## src/rtl/clk_domain_sequencer_pkg.sv

```systemverilog
// Shared types and helpers for the post-PLL clock-domain sequencer.
package clk_seq_pkg;

   // Sequencer states, kept as plain 2-bit constants for legacy compatibility.
   typedef logic [1:0] state_t;
   localparam state_t WAIT_LOCK = 2'd0;
   localparam state_t STABLE    = 2'd1;
   localparam state_t RELEASE   = 2'd2;
   localparam state_t RUN       = 2'd3;

   localparam int LOL_W = 8;

   // Width needed to index/count n values, never narrower than one bit.
   function automatic int ch_w(input int n);
      return (n > 1) ? $clog2(n) : 1;
   endfunction

endpackage

```

## src/rtl/clk_domain_sequencer_if.sv

```systemverilog
// Ratio-configuration bus: one-cycle write strobe with channel select and INC/MOD values.
interface clk_domain_sequencer_if #(
   parameter int CH_W  = 2,
   parameter int ACC_W = 16
) ();
   logic             cfg_we_i;
   logic [CH_W-1:0]  cfg_ch_i;
   logic [ACC_W-1:0] cfg_inc_i;
   logic [ACC_W-1:0] cfg_mod_i;

   modport master (output cfg_we_i, cfg_ch_i, cfg_inc_i, cfg_mod_i);
   modport slave  (input  cfg_we_i, cfg_ch_i, cfg_inc_i, cfg_mod_i);
endinterface

```

## src/rtl/clk_domain_sequencer_frac_ce.sv

```systemverilog
// One fractional clock-enable channel: ce rate = clk * INC/MOD, ratio updated only at pulses.
module clk_frac_ce #(
   parameter int ACC_W   = 16,
   parameter int DEF_INC = 1,
   parameter int DEF_MOD = 10
) (
   input  logic             clk_i,
   input  logic             reset,
   input  logic             run,
   input  logic             we,
   input  logic [ACC_W-1:0] inc_wr,
   input  logic [ACC_W-1:0] mod_wr,
   output logic             ce
);

   logic [ACC_W-1:0] acc;
   logic [ACC_W-1:0] inc_sh, mod_sh, inc_act, mod_act;
   logic [ACC_W-1:0] inc_nxt, mod_nxt;
   logic [ACC_W:0]   sum;
   logic             degen, hit;

   // A write in the same cycle as a pulse is the newest ratio, so it is the one promoted.
   always_comb begin
      inc_nxt = we ? inc_wr : inc_sh;
      mod_nxt = we ? mod_wr : mod_sh;
      sum     = {1'b0, acc} + {1'b0, inc_act};
      degen   = (mod_act == '0) || (inc_act >= mod_act);
      hit     = degen || (sum >= {1'b0, mod_act});
   end

   always_ff @(posedge clk_i) begin
      if (reset) begin
         acc     <= '0;
         ce      <= 1'b0;
         inc_sh  <= ACC_W'(DEF_INC);
         mod_sh  <= ACC_W'(DEF_MOD);
         inc_act <= ACC_W'(DEF_INC);
         mod_act <= ACC_W'(DEF_MOD);
      end else begin
         inc_sh <= inc_nxt;
         mod_sh <= mod_nxt;
         if (!run) begin
            acc     <= '0;
            ce      <= 1'b0;
            inc_act <= inc_nxt;
            mod_act <= mod_nxt;
         end else begin
            ce <= hit;
            if (degen)
               acc <= '0;
            else if (hit)
               acc <= ACC_W'(sum - {1'b0, mod_act});
            else
               acc <= sum[ACC_W-1:0];
            if (hit) begin
               inc_act <= inc_nxt;
               mod_act <= mod_nxt;
            end
         end
      end
   end

endmodule

```

## src/rtl/clk_domain_sequencer.sv

```systemverilog
// Post-PLL clock manager: lock supervision, staggered domain-reset release, per-channel fractional enables.
// Optional macro CLKSEQ_LOCK_SYNC_EN adds a 2-flop synchronizer on locked_i.
module clk_domain_sequencer
   import clk_seq_pkg::*;
#(
   parameter int N_CH            = 3,
   parameter int ACC_W           = 16,
   parameter int LOCK_STABLE_CYC = 1024,
   parameter int RST_STAGGER     = 16,
   parameter int DEF_INC         = 1,
   parameter int DEF_MOD         = 10
) (
   input  logic                   clk_i,
   input  logic                   reset,
   input  logic                   locked_i,
   clk_domain_sequencer_if.slave  cfg,
   output logic [N_CH-1:0]        ce_o,
   output logic [N_CH-1:0]        rst_o,
   output logic                   ready_o,
   output logic [LOL_W-1:0]       lol_cnt_o
);

   localparam int CH_W   = ch_w(N_CH);
   localparam int STAB_W = ch_w(LOCK_STABLE_CYC);
   localparam int STAG_W = ch_w(RST_STAGGER);

   logic lock;

`ifdef CLKSEQ_LOCK_SYNC_EN
   logic [1:0] lock_sync;

   always_ff @(posedge clk_i) begin
      if (reset)
         lock_sync <= '0;
      else
         lock_sync <= {lock_sync[0], locked_i};
   end

   assign lock = lock_sync[1];
`else
   assign lock = locked_i;
`endif

   state_t             state;
   logic [STAB_W-1:0]  stab_cnt;
   logic [STAG_W-1:0]  stag_cnt;
   logic               lol_evt;

   assign lol_evt = !lock && ((state == RELEASE) || (state == RUN));

   // rst_o releases from bit 0 upward, so each release step is a left shift that pulls in a 0.
   always_ff @(posedge clk_i) begin
      if (reset) begin
         state     <= WAIT_LOCK;
         stab_cnt  <= '0;
         stag_cnt  <= '0;
         rst_o     <= '1;
         ready_o   <= 1'b0;
         lol_cnt_o <= '0;
      end else if (!lock) begin
         state    <= WAIT_LOCK;
         stab_cnt <= '0;
         rst_o    <= '1;
         ready_o  <= 1'b0;
         if (lol_evt && (lol_cnt_o != '1))
            lol_cnt_o <= lol_cnt_o + LOL_W'(1);
      end else begin
         case (state)
            WAIT_LOCK: begin
               state    <= STABLE;
               stab_cnt <= '0;
            end
            STABLE: begin
               if (stab_cnt == STAB_W'(LOCK_STABLE_CYC - 1)) begin
                  state    <= RELEASE;
                  rst_o    <= rst_o << 1;
                  stag_cnt <= '0;
               end else begin
                  stab_cnt <= stab_cnt + STAB_W'(1);
               end
            end
            RELEASE: begin
               if (!rst_o[N_CH-1]) begin
                  state   <= RUN;
                  ready_o <= 1'b1;
               end else if (stag_cnt == STAG_W'(RST_STAGGER - 1)) begin
                  rst_o    <= rst_o << 1;
                  stag_cnt <= '0;
               end else begin
                  stag_cnt <= stag_cnt + STAG_W'(1);
               end
            end
            RUN: ready_o <= 1'b1;
            default: state <= WAIT_LOCK;
         endcase
      end
   end

   // A channel runs only once its reset is released and lock is still present this cycle.
   for (genvar k = 0; k < N_CH; k++) begin : g_ch
      clk_frac_ce #(
         .ACC_W   (ACC_W),
         .DEF_INC (DEF_INC),
         .DEF_MOD (DEF_MOD)
      ) u_ce (
         .clk_i  (clk_i),
         .reset  (reset),
         .run    (!rst_o[k] && lock),
         .we     (cfg.cfg_we_i && (cfg.cfg_ch_i == CH_W'(k))),
         .inc_wr (cfg.cfg_inc_i),
         .mod_wr (cfg.cfg_mod_i),
         .ce     (ce_o[k])
      );
   end

endmodule
```

## src/flat_wrapper.sv

```systemverilog
// flat-port wrapper written by rule: the top's interface ports become plain ports
module clk_domain_sequencer_flat import clk_seq_pkg::*;
#(
   parameter int N_CH            = 3,
   parameter int ACC_W           = 16,
   parameter int LOCK_STABLE_CYC = 1024,
   parameter int RST_STAGGER     = 16,
   parameter int DEF_INC         = 1,
   parameter int DEF_MOD         = 10
)
  (clk_i, reset, locked_i, ce_o, rst_o, ready_o, lol_cnt_o, cfg_cfg_we_i, cfg_cfg_ch_i, cfg_cfg_inc_i, cfg_cfg_mod_i);
  clk_domain_sequencer_if #(.ACC_W(ACC_W)) cfg_i ();
  input  logic clk_i;
  input  logic reset;
  input  logic locked_i;
  output logic [N_CH-1:0] ce_o;
  output logic [N_CH-1:0] rst_o;
  output logic ready_o;
  output logic [LOL_W-1:0] lol_cnt_o;
  input wire logic [$bits(cfg_i.cfg_we_i)-1:0] cfg_cfg_we_i;
  input wire logic [$bits(cfg_i.cfg_ch_i)-1:0] cfg_cfg_ch_i;
  input wire logic [$bits(cfg_i.cfg_inc_i)-1:0] cfg_cfg_inc_i;
  input wire logic [$bits(cfg_i.cfg_mod_i)-1:0] cfg_cfg_mod_i;
  assign cfg_i.cfg_we_i = cfg_cfg_we_i;
  assign cfg_i.cfg_ch_i = cfg_cfg_ch_i;
  assign cfg_i.cfg_inc_i = cfg_cfg_inc_i;
  assign cfg_i.cfg_mod_i = cfg_cfg_mod_i;
  clk_domain_sequencer #(.N_CH(N_CH), .ACC_W(ACC_W), .LOCK_STABLE_CYC(LOCK_STABLE_CYC), .RST_STAGGER(RST_STAGGER), .DEF_INC(DEF_INC), .DEF_MOD(DEF_MOD)) u_core (.clk_i(clk_i), .reset(reset), .locked_i(locked_i), .cfg(cfg_i), .ce_o(ce_o), .rst_o(rst_o), .ready_o(ready_o), .lol_cnt_o(lol_cnt_o));
endmodule
```

## config.mk

```make
export PLATFORM = sky130hd
export DESIGN_NAME = clk_domain_sequencer_flat
export DESIGN_NICKNAME = d
export VERILOG_FILES = /design/src/rtl/clk_domain_sequencer_pkg.sv /design/src/rtl/clk_domain_sequencer_if.sv /design/src/rtl/clk_domain_sequencer_frac_ce.sv /design/src/rtl/clk_domain_sequencer.sv /design/src/flat_wrapper.sv
export SDC_FILE = /design/constraint.sdc
export NUM_CORES = 1
export LEC_CHECK = 0
export ABC_CLOCK_PERIOD_IN_PS = 3500
export CELL_PAD_IN_SITES_DETAIL_PLACEMENT = 2
export CELL_PAD_IN_SITES_GLOBAL_PLACEMENT = 2
export CORE_ASPECT_RATIO = 1.4
export CORE_MARGIN = 2
export CORE_UTILIZATION = 36
export CTS_CLUSTER_SIZE = 10
export DETAILED_ROUTE_END_ITERATION = 10
export PLACE_DENSITY = 0.84
export SLEW_MARGIN = 0
export SYNTH_ARGS = -nofsm -noshare
export SYNTH_HDL_FRONTEND = slang
export SYNTH_HIERARCHICAL = 1
export SYNTH_SLANG_ARGS = --single-unit
```

## constraint.sdc

```tcl
create_clock -name clk_i -period 3.5 [get_ports clk_i]
set_input_delay 0.7 -clock clk_i [delete_from_list [all_inputs] [get_ports clk_i]]
set_output_delay 0.7 -clock clk_i [all_outputs]
set_load 0.01 [all_outputs]
```

* Yosys cells after proc, flatten, opt, wreduce, memory -nomap -nowiden
Cells that the tools add are included.
Storage, ports and cells: register bits 271, output and inout port bits 15, logic and storage cells 138
Operators by class: $add $sub $neg 9, magnitude comparators 6, eq/ne operators 16, multiplexer cells 36, bitwise operators 4, reductions and logical operators 42
Operators by type and width (number):
- $mux 16 | 21
- $add 16x16->17 | 3
- $ge 17x16->1 | 3
- $ge 16x16->1 | 3
- $logic_not 16->1 | 3
- $sub 16x16->16 | 3
- $pmux 10 s2 | 1
- $mux 4 | 3
- $add 10x1->10 const B | 1
- $eq 10x10->1 const B | 1
- $mux 10 | 1
- $ne 2x1->1 const B | 5
- $mux 3 | 3
- $reduce_or 3->1 | 3
- $add 8x1->8 const B | 1
- $logic_and 1x1->1 | 8
- $ne 8x8->1 const B | 1
- $pmux 4 s2 | 1
- $reduce_and 2->1 | 4
- $reduce_and 4->1 | 2
- $reduce_or 2->1 | 4
- $logic_or 1x1->1 | 7
- $eq 2x2->1 const B | 3
- $ne 2x2->1 const B | 3
- 14 further kinds | 25

* Depth between registers and ports, before layout
word-level depth 5, depth in mapped cells 16

* Hierarchy
The synthesis kept the hierarchy.
Modules (own cells, without submodules):
- clk_frac_ce at u_core.g_ch[1].u_ce ... | instances 2, cells each 532, area an instance 5014.8 um2
- clk_frac_ce at u_core.g_ch[0].u_ce | instances 1, cells each 552, area an instance 5167.5 um2
- clk_domain_sequencer | instances 1, cells each 183, area an instance 1546.5 um2

* Worst setup path before layout
No wires, ideal clock.
path kind flip-flop to flip-flop, from register u_core.g_ch[1].u_ce.inc_act[0], to register u_core.g_ch[1].u_ce.inc_act[0], setup time 0.121 ns, data arrival time 3.718 ns, slack -0.339 ns, cell stages (with the launch flop) 17, buffers on the path 1, period minus slack after synthesis 3.839 ns, cells stage by stage dfxtp_1 ha_1 fa_1 a21oi_2 o211a_1 o21ai_1 a2111oi_0 o21ai_0 nor2b_1 ha_1 a21oi_1 nand2_1 nand2_1 a31o_4 nand4_4 buf_12 mux2_4
On the way: longest elaborated chain between the ends 4, elaborated cells on any way between the ends 6, classes of those cells add/sub: 1; order compare: 2; eq/ne: 1; reduce/logical: 2
Ends and longest elaborated chain:
- start: declaration | RTL line clk_domain_sequencer_frac_ce.sv:17 | logic [ACC_W-1:0] inc_sh, mod_sh, inc_act, mod_act;
- start signal: assignment | RTL line clk_domain_sequencer_frac_ce.sv:37 | inc_act <= ACC_W'(DEF_INC);
- start signal: assignment | RTL line clk_domain_sequencer_frac_ce.sv:45 | inc_act <= inc_nxt;
- start signal: assignment | RTL line clk_domain_sequencer_frac_ce.sv:56 | inc_act <= inc_nxt;
- $add 16x16->17 or $ge 16x16->1 (tied branches) | RTL line clk_domain_sequencer_frac_ce.sv:26, clk_domain_sequencer_frac_ce.sv:27
- $ge 17x16->1 or $logic_or 1x1->1 (tied branches) | RTL line clk_domain_sequencer_frac_ce.sv:28, clk_domain_sequencer_frac_ce.sv:27
- $logic_or 1x1->1 * | RTL line clk_domain_sequencer_frac_ce.sv:28 | hit = degen || (sum >= {1'b0, mod_act});
- $ne 2x1->1 (no source line) *
Mark *: on every way between the ends. The rest lies on a longest branch, timed or not. A chain may end at the register's enable or synchronous reset.

* Worst setup path in the final report
from register u_core.g_ch[0].u_ce.inc_act[5], to register u_core.g_ch[0].u_ce.acc[7]
On the way: longest elaborated chain between the ends 4, elaborated cells on any way between the ends 8, classes of those cells add/sub: 2; order compare: 2; mux: 1; reduce/logical: 3
Ends and longest elaborated chain:
- start: declaration | RTL line clk_domain_sequencer_frac_ce.sv:17
- start signal: assignment | RTL line clk_domain_sequencer_frac_ce.sv:37
- start signal: assignment | RTL line clk_domain_sequencer_frac_ce.sv:45
- start signal: assignment | RTL line clk_domain_sequencer_frac_ce.sv:56
- $add 16x16->17 or $ge 16x16->1 (tied branches) | RTL line clk_domain_sequencer_frac_ce.sv:26, clk_domain_sequencer_frac_ce.sv:27
- $ge 17x16->1 or $logic_or 1x1->1 (tied branches) | RTL line clk_domain_sequencer_frac_ce.sv:28, clk_domain_sequencer_frac_ce.sv:27
- $logic_or 1x1->1 | RTL line clk_domain_sequencer_frac_ce.sv:28
- $mux 16 | RTL line clk_domain_sequencer_frac_ce.sv:51 | else if (hit)
- end signal: assignment | RTL line clk_domain_sequencer_frac_ce.sv:52 | acc <= ACC_W'(sum - {1'b0, mod_act});
- end signal: assignment | RTL line clk_domain_sequencer_frac_ce.sv:54 | acc <= sum[ACC_W-1:0];
- end: declaration | RTL line clk_domain_sequencer_frac_ce.sv:16 | logic [ACC_W-1:0] acc;
Parallel ways exist; a longest one is shown, timed or not.

==> results by group <==
Logic synthesis
  – Area contributors post-synth: dfxtp_1 32%, ha_1 11%, mux2_4 8.1%, mux2i_1 5.3%, nor2_1 4.3%
  – Complex-gate fraction of the synthesized area: 17.04%
  – Leading area contributor after synthesis: dfxtp_1
  – Post-Synth XOR/XNOR Area: 3.348%
  – Post-Synth Simple-Gate Area: 16.93%
  – Post-synth EDFFs: 0
  – Most frequent cells after synthesis: 271 x dfxtp_1, 194 x nor2_1, 152 x ha_1
  – Ys flop type: dfxtp_1
  – Syn Inst Count: 1799
  – Most common cell in the netlist: dfxtp_1
  – Number of synthesized register bits: 271
  – Mapped cell area: 16740 um2
  – Yosys top cell area share: 32.40%
  – Post-synthesis adder-cell area fraction: 12.08%
  – Async set-reset flop share out of synthesis: 0%
  – Post-synthesis mux area share: 13.79%
  – Post-Syn Area per Cell: 9.307 um2
  – Synth warn: 6
  – Register area share after synthesis: 32.40%
  – Largest family of logic cells by synthesized area: compound AO/OA/AOI/OAI gates
  – Synth cell types: 85
  – Syn_nets: 1995

Timing
  – Setup Viol. Count Final: 147
  – Post-route minimum period: 4548 ps
  – Pins Over Slew Limit: 0
  – Slew Limit Headroom: 11.27%
  – Worst Tran Pin Value: 1331 ps
  – Final hold slack: 514.2 ps
  – Max Clk Rate: 219.9 MHz
  – Final worst path period share: 129.9%
  – Final hold vios: 0
  – PnR worst setup slack: -1048 ps
  – RSZ-0062 raised after global routing: true
  – Setup Skew: 43.05 ps
  – Setup TNS: -120280 ps

Clocking
  – Htree depth: 2
  – Clk slew on worst S/H paths: 70 ps
  – Clock buffer count from CTS: 34
  – Root Buffer: clkbuf_16
  – Clock Sinks: 271
  – CTS Buffer Depth: 3
  – TritonCTS clock tree: yes
  – Worst-Skew Late Latency: 570 ps

Finish
  – Area Growth Syn to Fin: 37.89%
  – Fraction of layout instances using a drive strength above 1: 32.88%
  – Post-Layout Cell Count: 2766
  – Nets: 2332

Detailed routing
  – # DRC: 0
  – Vias post-DR: 18430
  – Post-route ant nets: 0
  – DRT Pass-1 Iters: 5
  – Wirelength per Cell: 39.29 um
  – Vias/cell: 6.662
  – DRT Wirelength: 108.7 mm
  – DRT iter0 DRCs: 1705

Global route
  – Total GRT Usage: 40.35%
  – GRT overflow: 0
  – First-pass GRT wire length: 142.4 mm
  – Initial antenna violation count: 2
  – Vias in the first global route: 20210
  – Largest net degree at the start of global routing: 91

Worst setup path
  – Maximum net fanout on the critical path: 8
  – CP arrival: 5010 ps
  – Startpoint types: flip-flop
  – Setup CP Type: reg2reg
  – CP endpoint kind: flip-flop
  – Critical path data required time: 3970 ps

Floorplan
  – Chip height: 259.2 um
  – Io pins: 53
  – Starting Density: 36.43%
  – Floorplan core area: 45960 um2
  – Die X: 186.3 um
  – Die footprint: 48280 um2
  – Site Rows: 93

Place
  – Port bufs: 52
  – HPWL after DPL: 50.26 mm
  – GP Congestion: 0.8751
  – DP Cell Count: 2616

Power
  – Clock power share: 37.4%
  – Sw power: 3.242 mW
  – Leakage: 9.899 nW
  – Comb pwr share: 27.6%
  – Maximum vdd ir drop: 276.6 uV
  – Pwr Total: 9.322 mW
  – Net Sw Frac: 34.78%
  – Sequential Power Share: 34.9%
  – Pint: 6.080 mW
  – Pwr Density: 403.8 nW/um2

Job
  – Max Cap Viol: 0

Run status
  – Outcome: finished with violations
  – Violated checks: setup timing

Worst hold path
  – Worst hold path type: reg2reg
==> critical path, cell delays in order (launching register included) <==
cell and delay (ps):
dfxtp_1 380, ha_1 280, a21o_1 270, buf_4 180
a21oi_1 390, o21ai_0 300, a21oi_1 260, xnor2_1 160
ha_1 250, a21o_1 220, a221o_1 360, nand2b_1 190
nand3_2 160, a21oi_4 220, buf_6 140, buf_12 130
buf_8 140, nand3_1 140, a21oi_2 270
==> cell families after synthesis <==
logic type / after synthesis
flip-flops: 271
buffers and inverters: 151
AND/OR/NAND/NOR: 554
multiplexers: 185
adder cells (fa/ha/maj): 158
XOR/XNOR: 64
AO/OA/AOI/OAI: 416
==> final cells by class <==
cell class | count | area, um2
Antenna cell | 2 | 5.005
Clock buffer | 43 | 925.9
Clock inverter | 4 | 46.29
Fill cell | 4575 | 22870
Inverter | 84 | 315.3
Multi-Input combinational cell | 1377 | 12060
Sequential cell | 271 | 5453
Tap cell | 617 | 772.0
Timing Repair Buffer | 368 | 3513
==> power groups by stage <==
| stage | clock (mW) | combinational [mW] | sequential (mW) |
|---|---|---|---|
| CTS | 3.37 | 2.11 | 3.24 |
| finish | 3.49 | 2.58 | 3.26 |
| floorplan | 0 | 0.982 | 3.27 |
| global route | 3.59 | 2.59 | 3.25 |
| detailed placement | 0 | 1.68 | 3.30 |
| global placement | 0 | 1.55 | 3.28 |
==> registers in the layout (all words and copies together), names as in the netlist, 3 cells and up <==
signal and cells:
u_core/rst_o 3, u_core/g_ch.u_ce/acc 48, u_core/lol_cnt_o 8, u_core/stag_cnt 4, u_core/g_ch.u_ce/mod_act 48, u_core/g_ch.u_ce/ce 3
u_core/g_ch.u_ce/inc_act 48, u_core/stab_cnt 10, u_core/g_ch.u_ce/mod_sh 48, u_core/g_ch.u_ce/inc_sh 48
==> what timing repair did <==
item | 4_1_cts | 5_1_grt
hold buffers | 0 | 0
setup buffers | 79 | 26
pin swaps | 67 | 43
gates resized for setup | 229 | 128
endpoints found under the setup margin | 147 | 147
cloned | 7 | 2
==> metal layers <==
layer	track usage [%]	vias up	wire (um)
li1	-	7193	-
met5	0	-	11
met4	34.76	2	12740
met3	7.127	747	7307
met1	40.76	9113	36650
met2	71.03	1372	51980
==> cell usage in the layout (no fill, tap or decap), drive strengths merged, types with 29 or more instances in the layout <==
cell type / Yosys / routed
o21ai: 75 / 75
dfxtp: 271 / 271
inv: 84 / 84
nor2: 194 / 194
a21o: 31 / 31
clkdlybuf4s50: 0 / 51
nand3: 66 / 66
a21oi: 133 / 133
mux2: 96 / 96
ha: 152 / 152
clkbuf: 41 / 46
buf: 26 / 313
nand2: 66 / 66
nor3: 29 / 29
mux2i: 89 / 89
xnor2: 42 / 42
nor2b: 79 / 79
==> worst paths after layout <==
path / start / end / slack, ps / cells past startpoint
worst max-delay path: u_core/g_ch[0].u_ce/inc_act[5]$_SDFFE_PP0P_ / u_core/g_ch[0].u_ce/acc[7]$_SDFF_PP0_ / -1050 / 18
worst min-delay path: u_core/stab_cnt[8]$_SDFFE_PP0P_ / u_core/stab_cnt[8]$_SDFFE_PP0P_ / 510 / 2
worst max register to register: u_core/g_ch[0].u_ce/inc_act[5]$_SDFFE_PP0P_ / u_core/g_ch[0].u_ce/acc[7]$_SDFF_PP0_ / -1050 / 18
worst min register to register: u_core/stab_cnt[8]$_SDFFE_PP0P_ / u_core/stab_cnt[8]$_SDFFE_PP0P_ / 510 / 2
==> per-stage QoR <==
step,util [%],area (um2),setup WS [ps]
final,50.23,23090,-1048
after detailed placement,42.52,19540,-521.2
after global routing,50.23,23090,-1013
after floorplan,-,16900,-173.3
after CTS,48.50,22290,-460.3
after global placement,42.52,19540,-324.9
Power figures use the tool's default switching activity.
